<file path="src/rtl/mux_nx1_rr.sv">
// N-channel, W-bit multiplexer with a registered output and valid/ready
// handshakes. mode=0 follows the external sel; mode=1 arbitrates
// round-robin among the valid channels, starting the search at ptr.
// SELW must equal $clog2(N).
module mux_nx1_rr #(
  parameter int N    = 4,
  parameter int W    = 8,
  parameter int SELW = 2
) (
  input  logic              clk,
  input  logic              rst,
  input  logic [N*W-1:0]    in_data,
  input  logic [N-1:0]      in_valid,
  output logic [N-1:0]      in_ready,
  input  logic              mode,
  input  logic [SELW-1:0]   sel,
  output logic [W-1:0]      out_data,
  output logic              out_valid,
  input  logic              out_ready,
  output logic [SELW-1:0]   out_ch
);

  // Output register state and round-robin pointer
  logic [W-1:0]    data_p1;
  logic            vld_p1;
  logic [SELW-1:0] ch_p1;
  logic [SELW-1:0] ptr;

  // Grant and handshake signals
  logic            rr_grant;
  logic [SELW-1:0] rr_g;
  logic            fx_grant;
  logic            grant;
  logic [SELW-1:0] g;
  logic            load_en;
  logic            accept;
  logic [W-1:0]    sel_data;
  logic [SELW-1:0] ptr_next;
  logic [SELW-1:0] idx;

  // Round-robin search: the lowest offset from ptr with a valid channel wins.
  // The loop runs from the far end down so the nearest candidate is the
  // last assignment.
  always_comb begin
    rr_grant = 1'b0;
    rr_g     = '0;
    idx      = '0;
    for (int k = N - 1; k >= 0; k--) begin
      idx = SELW'((int'(ptr) + k) % N);
      if (in_valid[idx]) begin
        rr_grant = 1'b1;
        rr_g     = idx;
      end
    end
  end

  // Fixed-mode grant and final grant/accept selection. sel values at or
  // beyond N (possible when N is not a power of two) never grant.
  always_comb begin
    fx_grant = (int'(sel) < N) ? in_valid[sel] : 1'b0;
    grant    = mode ? rr_grant : fx_grant;
    g        = mode ? rr_g : sel;
    load_en  = !vld_p1 || out_ready;
    accept   = grant && load_en && !rst;
    sel_data = in_data[int'(g) * W +: W];
    ptr_next = (int'(g) == N - 1) ? '0 : g + 1'b1;
  end

  // in_ready is one-hot on the granted channel only when a load can happen
  always_comb begin
    in_ready = '0;
    if (accept) in_ready[g] = 1'b1;
  end

  // ---- stage p1: output register, drain/overwrite, pointer advance ----
  // Output register update: accept overwrites (even while draining),
  // otherwise a drain empties the register but keeps data/ch.
  always_ff @(posedge clk) begin
    if (rst) begin
      vld_p1  <= 1'b0;
      data_p1 <= '0;
      ch_p1   <= '0;
      ptr     <= '0;
    end else begin
      if (accept) begin
        vld_p1  <= 1'b1;
        data_p1 <= sel_data;
        ch_p1   <= g;
        if (mode) ptr <= ptr_next;
      end else if (out_ready) begin
        vld_p1 <= 1'b0;
      end
    end
  end

  assign out_data  = data_p1;
  assign out_valid = vld_p1;
  assign out_ch    = ch_p1;

endmodule

</file>
<file path="config.mk">
export PLATFORM = sky130hd
export DESIGN_NAME = mux_nx1_rr
export DESIGN_NICKNAME = d
export VERILOG_FILES = /design/src/rtl/mux_nx1_rr.sv
export SDC_FILE = /design/constraint.sdc
export NUM_CORES = 1
export LEC_CHECK = 0
export CAP_MARGIN = 20
export CORE_ASPECT_RATIO = 0.7
export CORE_MARGIN = 10
export CORE_UTILIZATION = 44
export CTS_CLUSTER_DIAMETER = 100
export CTS_CLUSTER_SIZE = 24
export DETAILED_ROUTE_END_ITERATION = 8
export HOLD_SLACK_MARGIN = 0.08
export PLACE_DENSITY = 0.94
export SYNTH_ARGS = -nofsm -noshare
export SYNTH_HDL_FRONTEND = slang
export SYNTH_SLANG_ARGS = --single-unit
</file>
<file path="constraint.sdc">
create_clock -name clk -period 3.87 [get_ports clk]
set_input_delay 0.5805 -clock clk [delete_from_list [all_inputs] [get_ports clk]]
set_output_delay 0.5805 -clock clk [all_outputs]
set_load 0.02 [all_outputs]
</file>
---- Word-level counts from Yosys, hierarchy flattened ----
Cells that the tools add are included.
word-level totals
  register bits ........................... 13
  bits in latches ......................... 0
  memories kept ........................... 0
  output and inout port bits .............. 15
  bits in read-only memories .............. 0
  word-level logic and storage cells ...... 51
  bits of input ports ..................... 42
  memory bits (writable) .................. 0
cells by class
  muxes and demuxes ....................... 26
  shift-type cells ........................ 1
  multipliers ............................. 0
  magnitude comparators ................... 7
  $add $sub $neg .......................... 4
  divide/modulo/power cells ............... 0
  bitwise logic cells ..................... 0
  eq/ne operators ......................... 1
  reductions and logical operators ........ 8
operators with widths
  cell                   count
  $shiftx A32 B6 Y8      1
  $lt A2 B3 Y1 const B   6
  $mux W1                13
  $mux W2                6
  $bmux W1 S2            5
  $add A2 B1 Y2 const B  2
  $add A2 B2 Y2 const B  2
  $mux W4                1
  $logic_and A1 B1 Y1    3
  $demux W1 S2           1
  $eq A2 B1 Y1 const B   1
  $ge A2 B1 Y1 const B   1
  $logic_not A1 Y1       2
  $reduce_and A2 Y1      1
  $reduce_bool A2 Y1     1
  $logic_or A1 B1 Y1     1

---- Longest topological paths before layout ----
Gate-level depths: netlist of run 1.
  depth in word-level cells ............... 13
  gate-level depth with buffers ........... 8
  depth with buffers taken out ............ 6

---- Worst setup path before layout of run 1 ----
Ideal clock, no wire load.
  kind .................................... input-to-output
  from .................................... input in_valid[1]
  to ...................................... output in_ready[2]
  cell stages on the path ................. 6
  setup slack ............................. 1.077 ns
  required time ........................... 3.289 ns
  buffers on the path ..................... 2
  arrival time ............................ 2.212 ns
  cell sequence ........................... buf_2 or3b_1 o2111ai_1 o221ai_2 buf_2 nor4_1
between the ends
  longest elaborated chain between the ends .. 12
  elaborated cells on any way between the ends .. 28
  those cells by class .................... 2 x order compare; 23 x mux; 3 x reduce/logical
ends and longest elaborated chain
  what                                                                       line  text
  from (decl)                                                                13    input logic [N-1:0] in_valid,
  $bmux W1 S2                                                                50    if (in_valid[idx]) begin
  $mux W1 (implied by the code)                                              50
  $mux W2 (4 in a row)                                                       50
  $mux W2                                                                    62    g = mode ? rr_g : sel;
  $lt A2 B3 Y1 (implied by the code) / $ge A2 B1 Y1 (equally long branches)  72    if (accept) in_ready[g] = 1'b1;
  $logic_and A1 B1 Y1 (implied by the code)                                  72
  $mux W1 (implied by the code)                                              72
  $demux W1 S2                                                               72
  $mux W4 *                                                                  72
  to (decl)                                                                  14    output logic [N-1:0] in_ready,
Mark *: on every way between the ends. The rest lies on a longest branch, timed or not. The select of a mux whose other input is x is not followed.

---- Worst setup path in the final report of run 1 ----
  from .................................... input in_valid[2]
  to ...................................... output in_ready[2]
The elaborated chain is that of the path after synthesis.

==> qor.txt, run 1 <==
Drt wl/cell = 18.7 um
Final Hold Vio Count = 0
Syn Area/Cell = 8.77 um^2
Static leakage = 0.000674 uW
CP Launch Type = input pin
First-pass GRT wire length = 6700 um
Syn Inst Count = 139
Fmax = 0.279 GHz
Post CTS Setup Buffer Count = 0
# fillers = 193
Longest Clk Path Bufs = 2
Top Ports = 57
CTS buffer count = 3
Tmin final = 3590 ps
Grt total ovfl = 0
Antenna-violating nets left = 0
Root Buffer = clkbuf_8
Largest family of logic cells by synthesized area = compound AO/OA/AOI/OAI gates
Fin. max-slew vios = 0
Die width = 82.9 um
Crit path DAT = 3010 ps
Relative slew slack = 0.636
Pre-Repair DR Iteration Count = 4
Synth cell types = 41
Post-Synth XOR/XNOR Area = 0
Critical path capture point type = output pin
Sequential-to-total area share from yosys stat = 0.214
Hold crit path type = register to register
Initial Utilization = 0.477
Number of synthesis warnings = 0
Finished Layout Cells = 225
Final period utilization = 0.927
Die area = 5310 um^2
Via count = 1305
Most frequent cell on the critical path = clkdlybuf4s50_1
Critical Path Slowest Stage Cell = clkdlybuf4s50_1
Die Span Y = 64.0 um
Row count = 15
DP Wirelength = 3370 um
Skew final = 2.73 ps
Vias in the first global route = 1307
Drt total wl = 4200 um
Mapped cell area = 1220 um^2
Max VDD drop = 0.111 mV
Crit-path cells = clkdlybuf4s50_1 > or3b_1 > o2111ai_1 > o221ai_2 > nor4_1 > clkdlybuf4s50_1
Largest stage delay, worst path = 710 ps
Worst setup path class = input pin to output pin
Max-Cap Viols = 0
Adder-Cell Fraction of Synth Area = 0.0103
DRC Markers = 0
Compound-gate portion of the synthesized area = 0.334
Top delay family on crit path = buffers and inverters
Area growth syn-to-layout = 47.6%
Worst-Margin Slew = 546 ps
Clk_lat worst skew = 250 ps
EDFF count, synth = 0
Setup Total Neg Slack = 0 ps
CP Data Required Time = 3290 ps
Ant diodes = 0
Global Route Usage Sum = 0.148
IO Port Bufs = 56
Final setup fails = 0
Placed Instances = 221
Critical path fanouts, max = 11
Synthesis-stage register bit count = 13
Post-synthesis simple-gate area fraction = 0.274
Largest net degree at the start of global routing = 24
Initial antenna violation count = 0
Synth Flop Type = dfxtp_1
PwrDens = 285 nW/um^2
Gpl congestion = 0.871
Syn_nets = 182
RSZ-0062 raised after global routing = no
First DRT Iteration DRCs = 139
Mux cell area share after synthesis = 0.0554
CTS tree = yes
Outcome = complete, no violations
Clk slew on worst S/H paths = 50 ps
Asr flop ratio synth = 0
Area of the core = 2550 um^2
H-tree levels = 1
Final hold slack = 496 ps
CTS sink count = 13
Total Nets Final = 235
Crit path buf inv count = 2
Share of cells above drive strength 1 = 0.110
Via/cell ratio = 5.80
==> through the flow <==
stage	instance area [um^2]	util	power (uW)	setup slack [ps]
6_report	1800	0.705	513	281
5_1_grt	1800	0.705	538	151
4_1_cts	1800	0.704	514	149
3_5_place_dp	1750	0.686	394	143
3_3_place_gp	1750	0.686	384	260
2_1_floorplan	1220	-	298	1080
==> metal layers <==
metal / wire (um) / global-route usage / part of all wire / vias up
li1: - / - / - / 636
met5: 0 / 0 / 0 / -
met2: 2100 / 0.268 / 0.50 / 53
met1: 1820 / 0.180 / 0.43 / 611
met4: 52 / 0.0445 / 0.012 / 0
met3: 226 / 0.0139 / 0.054 / 5
==> power breakdown <==
| group | switching [uW] | internal (uW) | leakage [uW] | total [uW] |
|---|---|---|---|---|
| clock network | 48.0 | 72.8 | 0.0000228 | 121 |
| logic | 110 | 118 | 0.000543 | 228 |
| registers | 13.1 | 151 | 0.000108 | 165 |
==> cell usage in the layout, fill, tap and decap left out, types with 3 or more instances in the layout <==
cell type	count
a211oi_1	10
nand3_1	8
clkbuf_8	3
mux2i_1	3
buf_4	7
clkdlybuf4s50_1	56
a21boi_0	7
nand3b_1	10
inv_1	4
nor2_1	7
and3_1	8
nor3b_1	4
o31ai_1	9
a21boi_1	3
nand2b_1	4
o21ai_0	8
dfxtp_1	13
==> kinds of logic after synthesis <==
| family | count (synthesis) |
|---|---|
| and+or+nand+nor | 51 |
| DFF | 13 |
| muxes | 5 |
| adders and majority gates | 1 |
| AOI/OAI and AO/OA | 50 |
| buffers and inverters | 19 |
==> cell usage after synthesis (2+ instances only) <==
master / count / area [um^2]
nand2b_1: 4 / 25.0
a21boi_1: 3 / 22.5
a21oi_1: 2 / 10.0
dfxtp_1: 13 / 260
nand3_1: 8 / 40.0
buf_8: 2 / 30.0
o31ai_1: 9 / 67.6
nor2_1: 8 / 30.0
a21boi_0: 7 / 52.6
inv_1: 4 / 15.0
a211oi_1: 10 / 75.1
nor3b_1: 4 / 30.0
mux2i_1: 3 / 30.0
buf_2: 5 / 25.0
clkbuf_1: 2 / 7.51
and3_1: 8 / 50.1
o21ai_0: 8 / 40.0
and3b_1: 2 / 17.5
a211o_1: 2 / 17.5
buf_6: 4 / 45.0
nand3b_1: 10 / 75.1
buf_4: 2 / 15.0
==> worst register-to-register path: cells and delay by family, from the launching register on <==
family         cells  cell delay [ps]
AO/OA/AOI/OAI      5             1410
flip-flops         1              620
==> area by class of cell <==
class                      count  area [um^2]  area share
clock buffer                   4         45.0      0.0250
sequential                    13          260       0.145
multi-input combinational    107          823       0.458
tap                           34         42.5      0.0236
timing repair buffer          63          613       0.341
inverter                       4         15.0     0.00834
==> sequential cells by signal, summed over array words and instances (netlist names) <==
register	flops
ptr	2
out_data	8
out_valid	1
out_ch	2
==> what timing repair did <==
item / CTS / global route
resized for setup: 0 / 1
hold buffers: 0 / 0
endpoints found under the setup margin: 0 / 1
==> final timing paths <==
check	to	slack [ps]	cells past startpoint	start
min	out_data[2]$_SDFFE_PP0P_	500	2	out_data[2]$_SDFFE_PP0P_
max reg2reg	out_data[7]$_SDFFE_PP0P_	1750	5	ptr[1]$_SDFFE_PP0P_
min reg2reg	out_data[2]$_SDFFE_PP0P_	500	2	out_data[2]$_SDFFE_PP0P_
max	in_ready[2]	280	6	in_valid[2]
Note: power is estimated with default switching activity, not from simulation.
==> run 2: changes to the inputs <==
- CORE_MARGIN: 10 -> 4
- PLACE_DENSITY: 0.94 -> 0.85
==> qor.txt, run 2 (same netlist as run 1, synthesis figures left out) <==
Top delay family on crit path = buffers and inverters
Max-Cap Viols = 0
Crit path buf inv count = 2
Max reg flops = 8
Row count = 15
Clk slew on worst S/H paths = 50 ps
Most frequent cells in the layout = clkdlybuf4s50_1 (56), dfxtp_1 (13), a211oi_1 (10), nand3b_1 (10), o31ai_1 (9)
Switching power = 167 uW
DRC Markers = 0
Via/cell ratio = 5.80
Placed instance area = 1750 um^2
Antenna-violating nets left = 0
Hold Path Stages = 2
Hold crit path type = register to register
Die area = 3690 um^2
Static leakage = 0.000673 uW
Relative slew slack = 0.652
Hold_buf cts = 0
Critical Path Slowest Stage Cell = clkdlybuf4s50_1
HP Start = out_data[5]$_SDFFE_PP0P_
Crit path DAT = 3020 ps
Ant diodes = 0
Area of the core = 2550 um^2
Final Core Density = 0.705
Max VDD drop = 0.118 mV
Largest net degree at the start of global routing = 17
Drt total wl = 3700 um
R2r endpoint = out_data[0]$_SDFFE_PP0P_
Clk_lat worst skew = 240 ps
Gpl congestion = 0.779
Final Hold Vio Count = 0
P_int = 343 uW
Multi-input gate area = 823 um^2
CTS buffer count = 3
Power, Total = 511 uW
Worst setup path class = input pin to output pin
Critical path capture point type = output pin
Most frequent cell on the critical path = clkdlybuf4s50_1
Pre-Repair DR Iteration Count = 4
First DRT Iteration DRCs = 124
Setup crit start = in_valid[2]
Fin. max-slew vios = 0
Seq pwr share = 0.323
First-pass GRT wire length = 5780 um
Longest Clk Path Bufs = 2
Root Buffer = clkbuf_8
Gate power share = 0.444
Finished layout cell area = 1800 um^2
DP Wirelength = 2980 um
IO Port Bufs = 56
Most common cell after layout, fill and taps aside = clkdlybuf4s50_1
Top Ports = 57
CTS sink count = 13
Drt wl/cell = 16.4 um
Tmin final = 3600 ps
RSZ-0062 raised after global routing = no
Clk network pwr share = 0.233
Hold endpoint = out_data[5]$_SDFFE_PP0P_
Final setup fails = 0
PwrDens = 284 nW/um^2
Final period utilization = 0.931
Combined flip-flop and latch cell area = 260 um^2
Initial Utilization = 0.477
Worst-Margin Slew = 521 ps
Crit-path cells = clkdlybuf4s50_1 > or3b_1 > o2111ai_1 > o221ai_2 > nor4_1 > clkdlybuf4s50_1
Initial antenna violation count = 0
FF-to-FF setup slack = 1770 ps
Fmax = 0.278 GHz
CTS tree = yes
Setup Total Neg Slack = 0 ps
Total Nets Final = 235
Global Route Usage Sum = 0.193
Placed Instances = 221
Share of cells above drive strength 1 = 0.110
Grt total ovfl = 0
Die width = 70.9 um
CP Launch Type = input pin
# fillers = 198
Reg2reg path depth = 5
Via count = 1304
CP Data Required Time = 3290 ps
Area growth syn-to-layout = 47.6%
Largest stage delay, worst path = 700 ps
RR Startpoint = ptr[1]$_SDFFE_PP0P_
Vias in the first global route = 1206
Net Sw Frac = 0.328
Die Span Y = 52.0 um
Outcome = complete, no violations
Finished Layout Cells = 225
Critical path fanouts, max = 11
H-tree levels = 1
Skew final = 3.95 ps
==> run 2: cell counts in the layout (fill, tap and decap cells not counted) <==
No cell type changed its count.
==> run 2: power by group through the flow <==
stage	clock network, uW	registers, uW	logic (uW)
5_1_grt	127	167	242
6_report	119	165	227
4_1_cts	119	165	226
3_3_place_gp	0	167	218
3_5_place_dp	0	168	224
2_1_floorplan	0	181	117
==> run 2: worst register-to-register path: cells and delay by family, from the launching register on <==
kind,cells,cell delay [ps]
compound gates,5,1390
flops,1,600
==> run 2: layout make-up <==
type / instances / area share
multi-input combinational: 107 / 0.458
tap: 34 / 0.0236
inverter: 4 / 0.00834
clock buffer: 4 / 0.0250
timing repair buffer: 63 / 0.341
sequential: 13 / 0.145
==> run 2: timing repair <==
item | CTS | global route
endpoints found under the setup margin | 0 | 1
setup buffers | 0 | 0
hold endpoints to repair | 0 | 0
gates resized for setup | 0 | 1
==> run 2: metrics by stage <==
| stage | worst slack [ps] | hold slack (ps) |
|---|---|---|
| after floorplan | 1080 | 559 |
| after global routing | 127 | 509 |
| after detailed placement | 62.5 | 482 |
| after global placement | 168 | 475 |
| final | 267 | 490 |
| after CTS | 58.4 | 493 |
==> run 2: how the worst max path moves through the flow <==
stage / cells after the start / slack, ps / end
after floorplan: 6 / 1080 / in_ready[2]
after global placement: 8 / 170 / in_ready[3]
after detailed placement: 8 / 60 / in_ready[3]
after CTS: 8 / 60 / in_ready[3]
final: 6 / 270 / in_ready[2]
after global routing: 8 / 130 / in_ready[3]
==> run 2: metal layers <==
| metal | track usage | share of wire | up-vias | wire [um] |
|---|---|---|---|---|
| met5 | 0 | 0 | - | 0 |
| met4 | 0.0188 | 0.0062 | 0 | 23 |
| li1 | - | - | 636 | - |
| met1 | 0.253 | 0.41 | 608 | 1500 |
| met2 | 0.345 | 0.52 | 58 | 1910 |
| met3 | 0.0328 | 0.072 | 2 | 265 |
